## config.mk

```make
export PLATFORM = sky130hd
export DESIGN_NAME = bsg_kda_arbiter_flat
export DESIGN_NICKNAME = d
export VERILOG_FILES = /design/src/rtl/bsg_kda_arbiter_if.sv /design/src/rtl/bsg_kda_arbiter.sv /design/src/flat_wrapper.sv
export SDC_FILE = /design/constraint.sdc
export NUM_CORES = 1
export LEC_CHECK = 0
export ABC_AREA = 1
export BUFFER_PORTS_ARGS = -buffer_cell sky130_fd_sc_hd__buf_2
export CORE_AREA = 2 2 181 183
export DETAILED_ROUTE_END_ITERATION = 8
export DIE_AREA = 0 0 183 185
export HOLD_SLACK_MARGIN = 0.03
export SYNTH_ARGS = -nofsm -noshare
export SYNTH_HDL_FRONTEND = slang
export SYNTH_SLANG_ARGS = --single-unit
```

## constraint.sdc

```tcl
create_clock -name clk_i -period 4.91 [get_ports clk_i]
set_input_delay 0.2455 -clock clk_i [delete_from_list [all_inputs] [get_ports clk_i]]
set_output_delay 0.2455 -clock clk_i [all_outputs]
set_load 0.01 [all_outputs]
```

## src/rtl/bsg_kda_arbiter_if.sv

```systemverilog
// Bundle of the requester, response and kda-core handshakes around bsg_kda_arbiter.
//   slave  : the arbiter side (drives req_ready_o, resp_*_o, core_v_o/core_data_o/core_yumi_o)
//   master : the environment side (requesters plus the kda core)
interface bsg_kda_arbiter_if #(
    parameter int unsigned num_req_p = 4,
    parameter int unsigned width_p   = 64
);
    logic [num_req_p-1:0]         req_v_i;
    logic [num_req_p*width_p-1:0] req_data_i;
    logic [num_req_p-1:0]         req_ready_o;
    logic [num_req_p-1:0]         resp_v_o;
    logic [width_p-1:0]           resp_data_o;
    logic                         resp_err_o;
    logic [num_req_p-1:0]         resp_yumi_i;
    logic                         core_v_o;
    logic [width_p-1:0]           core_data_o;
    logic                         core_ready_i;
    logic                         core_v_i;
    logic [width_p-1:0]           core_data_i;
    logic                         core_yumi_o;

    modport slave (
        input  req_v_i, req_data_i, resp_yumi_i, core_ready_i, core_v_i, core_data_i,
        output req_ready_o, resp_v_o, resp_data_o, resp_err_o, core_v_o, core_data_o, core_yumi_o
    );

    modport master (
        output req_v_i, req_data_i, resp_yumi_i, core_ready_i, core_v_i, core_data_i,
        input  req_ready_o, resp_v_o, resp_data_o, resp_err_o, core_v_o, core_data_o, core_yumi_o
    );
endinterface

```

## src/rtl/bsg_kda_arbiter.sv

```systemverilog
// Round-robin arbiter sharing one kda core among num_req_p requesters, one job in flight.
// Ports:
//   clk_i   : clock, all state on rising edge
//   reset_i : asynchronous active-high reset
//   bus     : bsg_kda_arbiter_if.slave -- requester jobs/results and kda core handshakes
// Optional feature: define BSG_KDA_ARBITER_WATCHDOG_EN to bound the core wait by timeout_p
// cycles; on expiry the owner gets an all-ones error result and the late core result is
// later swallowed before any new grant.
module bsg_kda_arbiter #(
    parameter int unsigned num_req_p = 4,
    parameter int unsigned width_p   = 64,
    parameter int unsigned timeout_p = 1024
) (
    input  logic             clk_i,
    input  logic             reset_i,
    bsg_kda_arbiter_if.slave bus
);
    localparam int unsigned id_width_lp = $clog2(num_req_p);

    typedef enum logic [1:0] {IDLE, ISSUE, WAIT, DELIVER} state_e;

    state_e                 state;
    logic [id_width_lp-1:0] rr_ptr;
    logic [id_width_lp-1:0] owner;
    logic [width_p-1:0]     payload;
    logic [width_p-1:0]     result;
    logic                   stale;

`ifdef BSG_KDA_ARBITER_WATCHDOG_EN
    localparam int unsigned cnt_width_lp = (timeout_p > 1) ? $clog2(timeout_p) : 1;
    logic [cnt_width_lp-1:0] wait_cnt;
    logic                    err;
`else
    logic unused_timeout;
    assign unused_timeout = 1'(timeout_p);
    assign stale          = 1'b0;
`endif

    // Round-robin search: first valid requester at or after rr_ptr, wrapping.
    logic                   grant_v;
    logic [id_width_lp-1:0] grant_id;
    logic [id_width_lp-1:0] probe_id;
    logic [31:0]            probe_sum;

    always_comb begin
        grant_v   = 1'b0;
        grant_id  = '0;
        probe_id  = '0;
        probe_sum = '0;
        for (int unsigned k = 0; k < num_req_p; k++) begin
            probe_sum = 32'(rr_ptr) + k;
            probe_id  = id_width_lp'((probe_sum >= num_req_p) ? probe_sum - num_req_p : probe_sum);
            if (!grant_v && bus.req_v_i[probe_id]) begin
                grant_v  = 1'b1;
                grant_id = probe_id;
            end
        end
    end

    // A stale core result must drain before another job may be granted.
    logic accept;
    assign accept = (state == IDLE) && grant_v && !stale;

    always_ff @(posedge clk_i or posedge reset_i) begin
        if (reset_i) begin
            state   <= IDLE;
            rr_ptr  <= '0;
            owner   <= '0;
            payload <= '0;
            result  <= '0;
`ifdef BSG_KDA_ARBITER_WATCHDOG_EN
            wait_cnt <= '0;
            err      <= 1'b0;
            stale    <= 1'b0;
`endif
        end else begin
            case (state)
                IDLE: begin
                    if (accept) begin
                        owner   <= grant_id;
                        payload <= bus.req_data_i[32'(grant_id) * width_p +: width_p];
                        state   <= ISSUE;
                    end
                end
                ISSUE: begin
                    if (bus.core_ready_i) begin
                        state <= WAIT;
`ifdef BSG_KDA_ARBITER_WATCHDOG_EN
                        wait_cnt <= '0;
`endif
                    end
                end
                WAIT: begin
                    // A result arriving on the timeout cycle takes priority over the error.
                    if (bus.core_v_i) begin
                        result <= bus.core_data_i;
                        state  <= DELIVER;
`ifdef BSG_KDA_ARBITER_WATCHDOG_EN
                        err    <= 1'b0;
                    end else if (wait_cnt == cnt_width_lp'(timeout_p - 1)) begin
                        result <= '1;
                        err    <= 1'b1;
                        stale  <= 1'b1;
                        state  <= DELIVER;
                    end else begin
                        wait_cnt <= wait_cnt + 1'b1;
`endif
                    end
                end
                DELIVER: begin
                    if (bus.resp_yumi_i[owner]) begin
                        state  <= IDLE;
                        rr_ptr <= (owner == id_width_lp'(num_req_p - 1)) ? '0 : owner + 1'b1;
                    end
                end
                default: state <= IDLE;
            endcase
`ifdef BSG_KDA_ARBITER_WATCHDOG_EN
            // The abandoned job's result is consumed and dropped.
            if (stale && bus.core_v_i) begin
                stale <= 1'b0;
            end
`endif
        end
    end

    assign bus.req_ready_o = accept ? (num_req_p'(1) << grant_id) : '0;
    assign bus.core_v_o    = (state == ISSUE);
    assign bus.core_data_o = payload;
    assign bus.core_yumi_o = bus.core_v_i && ((state == WAIT) || stale);
    assign bus.resp_v_o    = (state == DELIVER) ? (num_req_p'(1) << owner) : '0;
    assign bus.resp_data_o = result;
`ifdef BSG_KDA_ARBITER_WATCHDOG_EN
    assign bus.resp_err_o  = (state == DELIVER) && err;
`else
    assign bus.resp_err_o  = 1'b0;
`endif

endmodule

```

## src/flat_wrapper.sv

```systemverilog
// flat-port wrapper written by rule: the top's interface ports become plain ports
module bsg_kda_arbiter_flat 
#(
    parameter int unsigned num_req_p = 4,
    parameter int unsigned width_p   = 64,
    parameter int unsigned timeout_p = 1024
)
  (clk_i, reset_i, bus_req_v_i, bus_req_data_i, bus_resp_yumi_i, bus_core_ready_i, bus_core_v_i, bus_core_data_i, bus_req_ready_o, bus_resp_v_o, bus_resp_data_o, bus_resp_err_o, bus_core_v_o, bus_core_data_o, bus_core_yumi_o);
  bsg_kda_arbiter_if #(.num_req_p(num_req_p), .width_p(width_p)) bus_i ();
  input  logic clk_i;
  input  logic reset_i;
  input wire logic [$bits(bus_i.req_v_i)-1:0] bus_req_v_i;
  input wire logic [$bits(bus_i.req_data_i)-1:0] bus_req_data_i;
  input wire logic [$bits(bus_i.resp_yumi_i)-1:0] bus_resp_yumi_i;
  input wire logic [$bits(bus_i.core_ready_i)-1:0] bus_core_ready_i;
  input wire logic [$bits(bus_i.core_v_i)-1:0] bus_core_v_i;
  input wire logic [$bits(bus_i.core_data_i)-1:0] bus_core_data_i;
  output wire logic [$bits(bus_i.req_ready_o)-1:0] bus_req_ready_o;
  output wire logic [$bits(bus_i.resp_v_o)-1:0] bus_resp_v_o;
  output wire logic [$bits(bus_i.resp_data_o)-1:0] bus_resp_data_o;
  output wire logic [$bits(bus_i.resp_err_o)-1:0] bus_resp_err_o;
  output wire logic [$bits(bus_i.core_v_o)-1:0] bus_core_v_o;
  output wire logic [$bits(bus_i.core_data_o)-1:0] bus_core_data_o;
  output wire logic [$bits(bus_i.core_yumi_o)-1:0] bus_core_yumi_o;
  assign bus_i.req_v_i = bus_req_v_i;
  assign bus_i.req_data_i = bus_req_data_i;
  assign bus_i.resp_yumi_i = bus_resp_yumi_i;
  assign bus_i.core_ready_i = bus_core_ready_i;
  assign bus_i.core_v_i = bus_core_v_i;
  assign bus_i.core_data_i = bus_core_data_i;
  assign bus_req_ready_o = bus_i.req_ready_o;
  assign bus_resp_v_o = bus_i.resp_v_o;
  assign bus_resp_data_o = bus_i.resp_data_o;
  assign bus_resp_err_o = bus_i.resp_err_o;
  assign bus_core_v_o = bus_i.core_v_o;
  assign bus_core_data_o = bus_i.core_data_o;
  assign bus_core_yumi_o = bus_i.core_yumi_o;
  bsg_kda_arbiter #(.num_req_p(num_req_p), .width_p(width_p), .timeout_p(timeout_p)) u_core (.clk_i(clk_i), .reset_i(reset_i), .bus(bus_i));
endmodule
```

==> results.yml, run 1 <==
layout:
  fillers: 3472
  drive_above_1_share_pct: 28.73
  multi_input_area_um2: 4138
  nets: 2176
  syn2layout_area_growth_pct: 43.71
  seqCellArea_um2: 3353
synth:
  ys_warn_count: 0
  yosysMostFrequentCell: "nand2_1"
  synth_top_cell_by_area: "dfrtp_1"
  seq_area_frac_synth_pct: 39.49
  ys.flop_type: "dfrtp_1"
  synth_edf_count: 0
  syn_inst: 1362
  ys_top_cells_by_count: "nand2_1 (751), nand3_1 (200), inv_1 (147)"
  synth_area_um2: 8491
  synth_nets: 1702
  async_flop_share_pct: 100.0
  ys_ff_latch: 134
  ys_types: 23
  synth_top_area_share_pct: 39.49
  synthTopCellsByArea: "dfrtp_1 (39%), nand2_1 (33%), nand3_1 (12%)"
  syn_area_per_cell_um2: 6.234
global_route:
  grt_max_degree: 97
  antenna_found_initial: 1
  grt.overflow.total: 0
  grt_pass1_wl_um: 50300
  grt_pass1_vias: 9512
  grt_use_total_pct: 18.84
floorplanning:
  pin_count: 471
  dieHeight_um: 185
  rows: 66
  die_area_um2: 33860
  core_area_um2: 32040
  initial_core_util_pct: 26.50
  die_w_um: 183
worst_setup_path:
  path_max_fanout: 43
  critical_path_class: "reg -> out"
  critPathSlowestCell: "nand3_4"
  arrival_ns: 3.16
  startpoint_type: "register"
  cp.buffers_inverters: 2
  crit_top_cell: "nand2_1"
  path_cells: "inv_2, nand2_1, nand2_2, nand2_1, nand2_2, nor2_4, nand4_4, nand3_4, nand2_1, nor2_1, buf_2"
  cp-end-kind: "output port"
  cp_top_family: "simple AND/OR/NAND/NOR gates"
  crit_required_ns: 4.66
  cpPeakStageDelay_ns: 0.61
sta:
  slew_headroom_pct: 30.44
  tightest_slew_ns: 1.043
  setup_viol: 0
  final.period_utilization_pct: 69.46
  hold_violations: 0
  max_clock_freq_mhz: 293.2
  fin_crit_ns: 3.410
  tns_ns: 0
  skew_ns: 0.01307
  slew_violations: 0
  hold_slack_ns: 0.06261
  rsz0062_at_grt: "false"
clock_network:
  cts_root_buf: "clkbuf_16"
  h-tree-depth: 4
  cts_resized: 0
  cts.sinks: 134
  numCtsBuffers: 17
  cts.path.max_buffers: 2
  clock_latency_ns: 0.43
  cts_tree: "yes"
  cts.clk_slew.worst_paths_ns: 0.06
routing:
  ant_nets: 0
  drc: 0
  wl_um: 33080
  wl_per_cell_um: 14.65
  met2_length_um: 16000
  wl_met1_um: 13990
  met3_length_um: 2144
  vias_per_cell: 4.476
  first_pass_iters: 6
  vias: 10110
  dr.max_layer_used: "met4"
  initialDrtViolationCount: 601
outcome:
  status: "finished clean"
flow_run:
  drv_cap: 0
place:
  port_buffers: 469
  dp_hpwl_um: 23420
  place_congestion: 0.8706
power:
  vdd_drop_max_mv: 0.4422
  powerDensity_nw_per_um2: 742.8
  finalPower_mw: 9.064
  power.leakage_nw: 7.717
worst_hold_path:
  hold_class: "in -> reg"
==> area by class of cell <==
class / instances / area share, %
Tap cell: 408 / 4.184
Sequential cell: 134 / 27.48
Clock buffer: 19 / 3.548
Multi-Input combinational cell: 990 / 33.91
Clock inverter: 12 / 1.261
Inverter: 152 / 4.717
Timing Repair Buffer: 541 / 24.86
Antenna cell: 2 / 0.04102
==> routing by layer <==
| layer | vias to the layer above | track usage (%) |
|---|---|---|
| li1 | 5047 | - |
| met1 | 4617 | 24.17 |
| met2 | 387 | 31.27 |
| met3 | 55 | 3.736 |
| met4 | 0 | 7.296 |
| met5 | - | 0 |
==> per-stage QoR <==
stage	setup WS (ns)	util (%)	cell area (µm²)	instances
6_report	1.500	38.08	12200	2258
5_1_grt	1.131	38.07	12200	2257
4_1_cts	1.423	38.07	12200	2256
3_5_place_dp	1.495	34.42	11030	2167
3_3_place_gp	1.516	34.42	11030	2167
2_1_floorplan	1.082	-	8491	1362
==> where the power goes <==
| group | switching, mW | total, mW | internal [mW] |
|---|---|---|---|
| clock network | 0.538 | 1.34 | 0.798 |
| logic | 3.90 | 5.80 | 1.90 |
| registers | 0.291 | 1.93 | 1.64 |
| total | 4.73 | 9.06 | 4.34 |
==> repair_timing <==
item	4_1_cts	5_1_grt
buffers inserted	0	0
hold buffers	58	0
endpoints found under the hold margin	126	0
==> flip-flops by register name (all words and copies together), names as in the netlist <==
name                    cells
u_core.bus.core_data_o     64
u_core.bus.resp_data_o     64
u_core.owner                2
u_core.rr_ptr               2
u_core.state                2
==> final timing paths <==
kind	endpoint	startpoint	slack, ns	cells past startpoint
min	u_core.bus.resp_data_o[41]$_DFFE_PP0P_	bus_core_data_i[41]	0.06	3
min in group asynchronous	u_core.bus.resp_data_o[51]$_DFFE_PP0P_	reset_i	0.48	3
max reg2reg	u_core.bus.core_data_o[16]$_DFFE_PP0P_	u_core.rr_ptr[0]$_DFFE_PP0P_	1.50	14
max in group asynchronous	u_core.bus.resp_data_o[62]$_DFFE_PP0P_	reset_i	3.17	4
max	bus_req_ready_o[1]	u_core.rr_ptr[0]$_DFFE_PP0P_	1.50	11
min reg2reg	u_core.bus.core_data_o[14]$_DFFE_PP0P_	u_core.bus.core_data_o[14]$_DFFE_PP0P_	0.47	2
==> worst register-to-register path, delay by kind of cell, from the launching register on <==
family,cells,cell delay (ns)
buffers and inverters,2,0.68
DFF,1,0.53
and+or+nand+nor,12,2.10
==> placed cells by master (no fill, tap or decap), drive strengths merged <==
cell type / netlist / layout
nand2: 757 / 757
dlygate4sd3: 0 / 58
dfrtp: 134 / 134
o22ai: 1 / 1
clkinv: 0 / 5
buf: 63 / 483
diode: 0 / 2
ha: 8 / 8
clkinvlp: 0 / 3
inv: 152 / 153
nand4: 1 / 1
clkbuf: 23 / 19
a21oi: 4 / 4
nor2: 9 / 9
bufinv: 0 / 3
a32o: 1 / 1
o21ai: 4 / 4
nor3: 3 / 3
conb: 1 / 1
nand3: 201 / 201
==> kinds of logic (layout without fill, tap and decap cells) <==
group	count (synthesis)	count (layout)	synth area share (%)
and+or+nand+nor	971	971	46.48
buffers and inverters	238	724	12.14
DFF	134	134	39.49
AOI/OAI and AO/OA	10	10	0.6632
adders and majority gates	8	8	1.179
other	1	3	0.04417
(Power assumes the default switching activity.)
==> run 2: changes to the inputs <==
- CORE_AREA: 2 2 181 183 -> 2 2 180 182
- DIE_AREA: 0 0 183 185 -> 0 0 182 184
- clock period: 4.91 -> 2.8 ns (I/O delays scaled with it)
==> run 2 against run 1 <==
Sequential power grew 76%; critical path depth grew 2; register-to-register slack lost 0.99 ns; critical path type unchanged; sequential cell count is the same; critical endpoint is now bus_req_ready_o[3]; combinational power grew 91%; via count grew 0.47%.
==> results.yml, run 2 (same netlist as run 1, synthesis figures left out) <==
clock_network:
  cts.path.max_buffers: 2
  cts_tree: "yes"
  cts.sinks: 134
  cts.clk_slew.worst_paths_ns: 0.07
  cts_root_buf: "clkbuf_16"
  post-cts-setup-buffer-count: 0
  h-tree-depth: 4
  clock_latency_ns: 0.43
  numCtsBuffers: 17
layout:
  utilization_pct: 39.96
  fillers: 3355
  stdcell_count: 2268
  nets: 2194
  layout_common_cells: "nand2_1 (749), buf_2 (469), nand3_1 (200)"
  final_area_um2: 12540
  syn2layout_area_growth_pct: 47.74
  multi_input_area_um2: 4138
  seqCellArea_um2: 3354
  antenna_cells: 0
  drive_above_1_share_pct: 29.21
  final_common_cell: "nand2_1"
outcome:
  status: "finished clean"
global_route:
  grt_pass1_vias: 9756
  grt_use_total_pct: 19.25
  antenna_found_initial: 0
  grt_max_degree: 79
  grt.overflow.total: 0
  grt_pass1_wl_um: 51190
routing:
  initialDrtViolationCount: 717
  vias: 10150
  vias_per_cell: 4.477
  first_pass_iters: 5
  ant_nets: 0
  wl_um: 34500
  drc: 0
  wl_per_cell_um: 15.21
sta:
  hold_violations: 0
  hold_slack_ns: 0.09159
  skew_ns: 0.02768
  slew_headroom_pct: 49.16
  slew_violations: 0
  fin_crit_ns: 2.616
  fin_ws_ns: 0.1839
  max_clock_freq_mhz: 382.3
  setup_viol: 0
  tightest_slew_ns: 0.7610
  rsz0062_at_grt: "true"
  final.period_utilization_pct: 93.43
  tns_ns: 0
worst_hold_path:
  hold_class: "in -> reg"
floorplanning:
  die_w_um: 182
  pin_count: 471
  initial_core_util_pct: 27.05
  die_area_um2: 33490
  core_area_um2: 31390
  dieHeight_um: 184
  rows: 65
worst_setup_path:
  cp.buffers_inverters: 4
  endpoint: "bus_req_ready_o[3]"
  critPathSlowestCell: "dfrtp_2"
  reg2reg_from: "u_core.rr_ptr[0]$_DFFE_PP0P_"
  crit_cells: 13
  startpoint_type: "register"
  r2r-end: "u_core.bus.core_data_o[40]$_DFFE_PP0P_"
  crit_required_ns: 2.66
  startpoint: "u_core.rr_ptr[0]$_DFFE_PP0P_"
  path_max_fanout: 33
  critical_path_class: "reg -> out"
  r2r_slack_ns: 0.51
  cp-end-kind: "output port"
  cp_top_family: "simple AND/OR/NAND/NOR gates"
  cpPeakStageDelay_ns: 0.49
  r2r_cells: 14
  arrival_ns: 2.48
  path_cells: "inv_4, nand2_1, nand3_1, nand2_2, nor2_4, nand2_2, nor2_2, nor2_4, inv_2, buf_16, nand2_1, nor2_1, buf_2"
power:
  p_seq_share_pct: 20.3
  p_int_mw: 8.082
  clkPwrFrac_pct: 13.4
  power.switching_mw: 8.653
  combPwrFrac_pct: 66.3
  power.leakage_nw: 7.868
  switching_share_pct: 51.70
  vdd_drop_max_mv: 0.6233
  finalPower_mw: 16.73
  powerDensity_nw_per_um2: 1334
flow_run:
  drv_cap: 0
place:
  placed_cell_area_um2: 11220
  port_buffers: 469
  place_congestion: 0.9210
  dp_hpwl_um: 23920
  dp.cells: 2169
  dp_slack_ns: 0.4076
[run 2: cell types whose count changed in the layout (fill, tap and decap cells not counted), sizes merged]
cell         previous run  this run
dlygate4sd3            58        65
bufinv                  3         1
diode                   2         0
inv                   153       156
buf                   483       491
clkinvlp                3         5
clkbuf                 19        20
clkinv                  5         4
[run 2: worst min-delay path by stage]
| stage | startpoint | endpoint | slack [ns] | cells after the start |
|---|---|---|---|---|
| 3_3_place_gp | reset_i | u_core.bus.resp_data_o[44]$_DFFE_PP0P_ | 0.31 | 2 |
| 5_1_grt | bus_req_data_i[243] | u_core.bus.core_data_o[51]$_DFFE_PP0P_ | 0.11 | 7 |
| 2_1_floorplan | bus_core_data_i[0] | u_core.bus.resp_data_o[0]$_DFFE_PP0P_ | 0.25 | 2 |
| 4_1_cts | bus_req_data_i[204] | u_core.bus.core_data_o[12]$_DFFE_PP0P_ | 0.07 | 7 |
| 6_report | bus_req_data_i[204] | u_core.bus.core_data_o[12]$_DFFE_PP0P_ | 0.09 | 7 |
| 3_5_place_dp | reset_i | u_core.bus.resp_data_o[44]$_DFFE_PP0P_ | 0.30 | 2 |
[run 2: routing by layer]
| metal | share of wire (%) | GRT usage (%) |
|---|---|---|
| met1 | 43 | 23.57 |
| met3 | 5.3 | 3.447 |
| met5 | 0 | 0 |
| met2 | 50 | 33.98 |
| met4 | 2.2 | 6.742 |
[run 2: cell type report]
cell class | instances | share of cell area, %
Multi-Input combinational cell | 990 | 32.98
Timing Repair Buffer | 559 | 27.13
Sequential cell | 134 | 26.74
Inverter | 152 | 4.598
Tap cell | 402 | 4.010
Clock buffer | 17 | 3.391
Clock inverter | 14 | 1.147
[run 2: power by group through the flow]
stage / Sequential (mW) / Clock (mW) / Combinational (mW)
after floorplan: 3.76 / 0 / 6.95
after global routing: 3.51 / 2.43 / 12.5
after global placement: 3.37 / 0 / 10.6
final: 3.39 / 2.25 / 11.1
after detailed placement: 3.39 / 0 / 10.6
after CTS: 3.38 / 2.35 / 10.8
[run 2: repair_timing]
action                                  CTS  global route
resized for setup                         3             5
endpoints found under the hold margin    89             0
endpoints found under the setup margin    4             4
hold buffers                             65             0
cloned                                    0             3
[run 2: worst register-to-register path, stage by stage, from the launching register on]
cell and delay (ns):
dfrtp_2 0.49, inv_4 0.13, nand2_1 0.08, nand3_1 0.10, nand2_2 0.11, nor2_4 0.18, nand2_2 0.12, nand2_4 0.29
buf_12 0.23, nand3_1 0.16, nand2_1 0.10, nand2_1 0.05, nand2_1 0.07, nand2_1 0.05, nand2_1 0.07
==> run 3: changes to the inputs <==
- ABC_AREA: 1 -> 0
- CORE_AREA: 2 2 180 182 -> 2 2 184 186
- DIE_AREA: 0 0 182 184 -> 0 0 186 188
- SLEW_MARGIN: default -> 20
==> run 3 against run 2 <==
Via count is 6.0% lower; core utilization is 2.5 points higher; global-route usage rose by 1.5 points; sequential share of layout area shrank 2.9 points; cell area is 12% higher; critical path depth fell by 5; clock skew shrank 0.019 ns; register-to-register slack got worse by 0.30 ns; sequential cell count stayed put; largest cell class is now buffers; largest power group unchanged.
==> results.yml, run 3 <==
global_route:
  grt_use_total_pct: 20.72
  grt_pass1_wl_um: 54860
  grt_max_degree: 76
  grt.overflow.total: 0
  grt_pass1_vias: 9980
  antenna_found_initial: 7
synth:
  synth_edf_count: 0
  synth_top_family_by_area: "multiplexers"
  yosysMostFrequentCell: "dfrtp_1"
  synth_top_cell_by_area: "dfrtp_1"
  ys.flop_type: "dfrtp_1"
  synth_compound_area_share_pct: 17.19
  synth_area_um2: 8094
  async_flop_share_pct: 100.0
  seq_area_frac_synth_pct: 41.43
  synthAdderAreaFrac_pct: 1.237
  synthTopCellsByArea: "dfrtp_1 (41%), mux2_2 (9.0%), mux2i_1 (8.0%)"
  syn_inst: 862
  synth_nets: 1202
  yosys.area_share.xor_xnor_pct: 0
  ys_ff_latch: 134
  ys_top_cells_by_count: "dfrtp_1 (134), o21ai_1 (69), mux2_2 (65), mux2i_1 (65), inv_1 (59)"
  ys_warn_count: 0
  synth_top_area_share_pct: 41.43
  ys_types: 43
  syn_area_per_cell_um2: 9.390
  synth-simple-area-share_pct: 15.81
  synthMuxAreaShare_pct: 17.36
flow_run:
  drv_cap: 0
layout:
  final_common_cell: "buf_2"
  layout_common_cells: "buf_2 (469), dlygate4sd3_1 (245), dfrtp_1 (133)"
  drive_above_1_share_pct: 38.68
  nets: 1886
  syn2layout_area_growth_pct: 73.55
  seqCellArea_um2: 3354
  fillers: 3120
  multi_input_area_um2: 4254
worst_setup_path:
  cpPeakStageDelay_ns: 0.56
  crit_required_ns: 3.13
  cp-end-kind: "register"
  critPathSlowestCell: "dlygate4sd3_1"
  startpoint_type: "register"
  arrival_ns: 2.91
  path_max_fanout: 35
  path_cells: "inv_1, ha_1, a21boi_4, buf_4, o311ai_0, o21ai_1, o21ai_0, dlygate4sd3_1"
  critical_path_class: "reg -> reg"
  r2r_slack_ns: 0.21
routing:
  dr.max_layer_used: "met5"
  first_pass_iters: 5
  vias: 9547
  drc: 0
  wl_per_cell_um: 18.64
  wl_met1_um: 14240
  vias_per_cell: 4.750
  wl_um: 37480
  ant_nets: 0
  met2_length_um: 18790
  initialDrtViolationCount: 419
  met3_length_um: 2997
sta:
  hold_violations: 0
  skew_ns: 0.008950
  slew_violations: 0
  tightest_slew_ns: 0.7544
  rsz0062_at_grt: "false"
  final.period_utilization_pct: 92.46
  max_clock_freq_mhz: 386.3
  fin_crit_ns: 2.589
  setup_viol: 0
  slew_headroom_pct: 49.71
  tns_ns: 0
power:
  power.leakage_nw: 6.628
  vdd_drop_max_mv: 0.5220
  finalPower_mw: 12.90
  powerDensity_nw_per_um2: 918.4
floorplanning:
  rows: 67
  die_area_um2: 34970
  core_area_um2: 33110
  die_w_um: 186
  pin_count: 471
  initial_core_util_pct: 24.44
  dieHeight_um: 188
clock_network:
  h-tree-depth: 4
  cts.path.max_buffers: 2
  cts.clk_slew.worst_paths_ns: 0.07
  clock_latency_ns: 0.45
  cts_root_buf: "clkbuf_16"
  numCtsBuffers: 17
  cts_tree: "yes"
  cts.sinks: 134
place:
  port_buffers: 469
  place_congestion: 0.8141
  dp_hpwl_um: 24230
worst_hold_path:
  hold_class: "in -> reg"
outcome:
  status: "finished clean"
[run 3: cell families (layout without fill, tap and decap cells)]
family | after synthesis | in the layout
adder cells (fa/ha/maj) | 8 | 8
buffers and inverters | 130 | 827
multiplexers | 131 | 131
flip-flops | 134 | 134
AO/OA/AOI/OAI | 216 | 216
AND/OR/NAND/NOR | 242 | 242
other | 1 | 4
[run 3: per-layer routing]
metal / track usage [%] / vias up
met5: 0 / -
met4: 10.42 / 8
met3: 5.632 / 81
met2: 37.68 / 510
met1: 21.64 / 4515
li1: - / 4433
[run 3: layout make-up]
type | count | area share (%)
clock inverters | 15 | 1.104
diodes | 3 | 0.05344
repair buffers | 736 | 36.06
well taps | 448 | 3.990
clock buffers | 17 | 3.028
multi-input cells | 598 | 30.28
inverters | 59 | 1.603
flip-flops and latches | 134 | 23.88
[run 3: worst paths after layout]
kind,start,to,cells after the start
max,u_core.state[1]$_DFFE_PP0P_,u_core.bus.core_data_o[39]$_DFFE_PP0P_,8
min,bus_req_data_i[27],u_core.bus.core_data_o[27]$_DFFE_PP0P_,3
max reg2reg,u_core.state[1]$_DFFE_PP0P_,u_core.bus.core_data_o[39]$_DFFE_PP0P_,8
min reg2reg,u_core.bus.resp_data_o[62]$_DFFE_PP0P_,u_core.bus.resp_data_o[62]$_DFFE_PP0P_,1
max in group asynchronous,reset_i,u_core.bus.core_data_o[15]$_DFFE_PP0P_,4
min in group asynchronous,reset_i,u_core.bus.resp_data_o[55]$_DFFE_PP0P_,3
[run 3: power breakdown]
group / internal (mW) / switching (mW) / leakage, nW
Clock: 1.26 / 1.04 / 0.286
Sequential: 2.90 / 0.540 / 1.52
Combinational: 3.27 / 3.89 / 4.83
[run 3: worst max-delay path, delay by kind of cell, from the launching register on]
kind            cells  cell delay [ns]
buf+inv             3             1.02
compound gates      4             0.69
flops               1             0.41
fa+ha+maj           1             0.31
[run 3: what timing repair did]
| action | CTS | global route |
|---|---|---|
| hold buffers | 245 | 0 |
| endpoints found under the hold margin | 145 | 0 |
| buffers inserted | 0 | 0 |
| resized for setup | 0 | 3 |
| endpoints found under the setup margin | 0 | 7 |
[run 3: stage by stage]
stage / std cells / area (µm²) / hold WS, ns / worst slack [ns] / utilization, %
CTS: 2006 / 14000 / 0.03084 / 0.1474 / 42.27
global placement: 1728 / 10960 / 0.1983 / 0.5958 / 33.09
finish: 2010 / 14050 / 0.04766 / 0.2112 / 42.42
global route: 2010 / 14050 / 0.06075 / 0.01432 / 42.42
detailed placement: 1729 / 10970 / 0.1943 / 0.6314 / 33.12
floorplan: 862 / 8098 / 0.2906 / 0.9509 / -
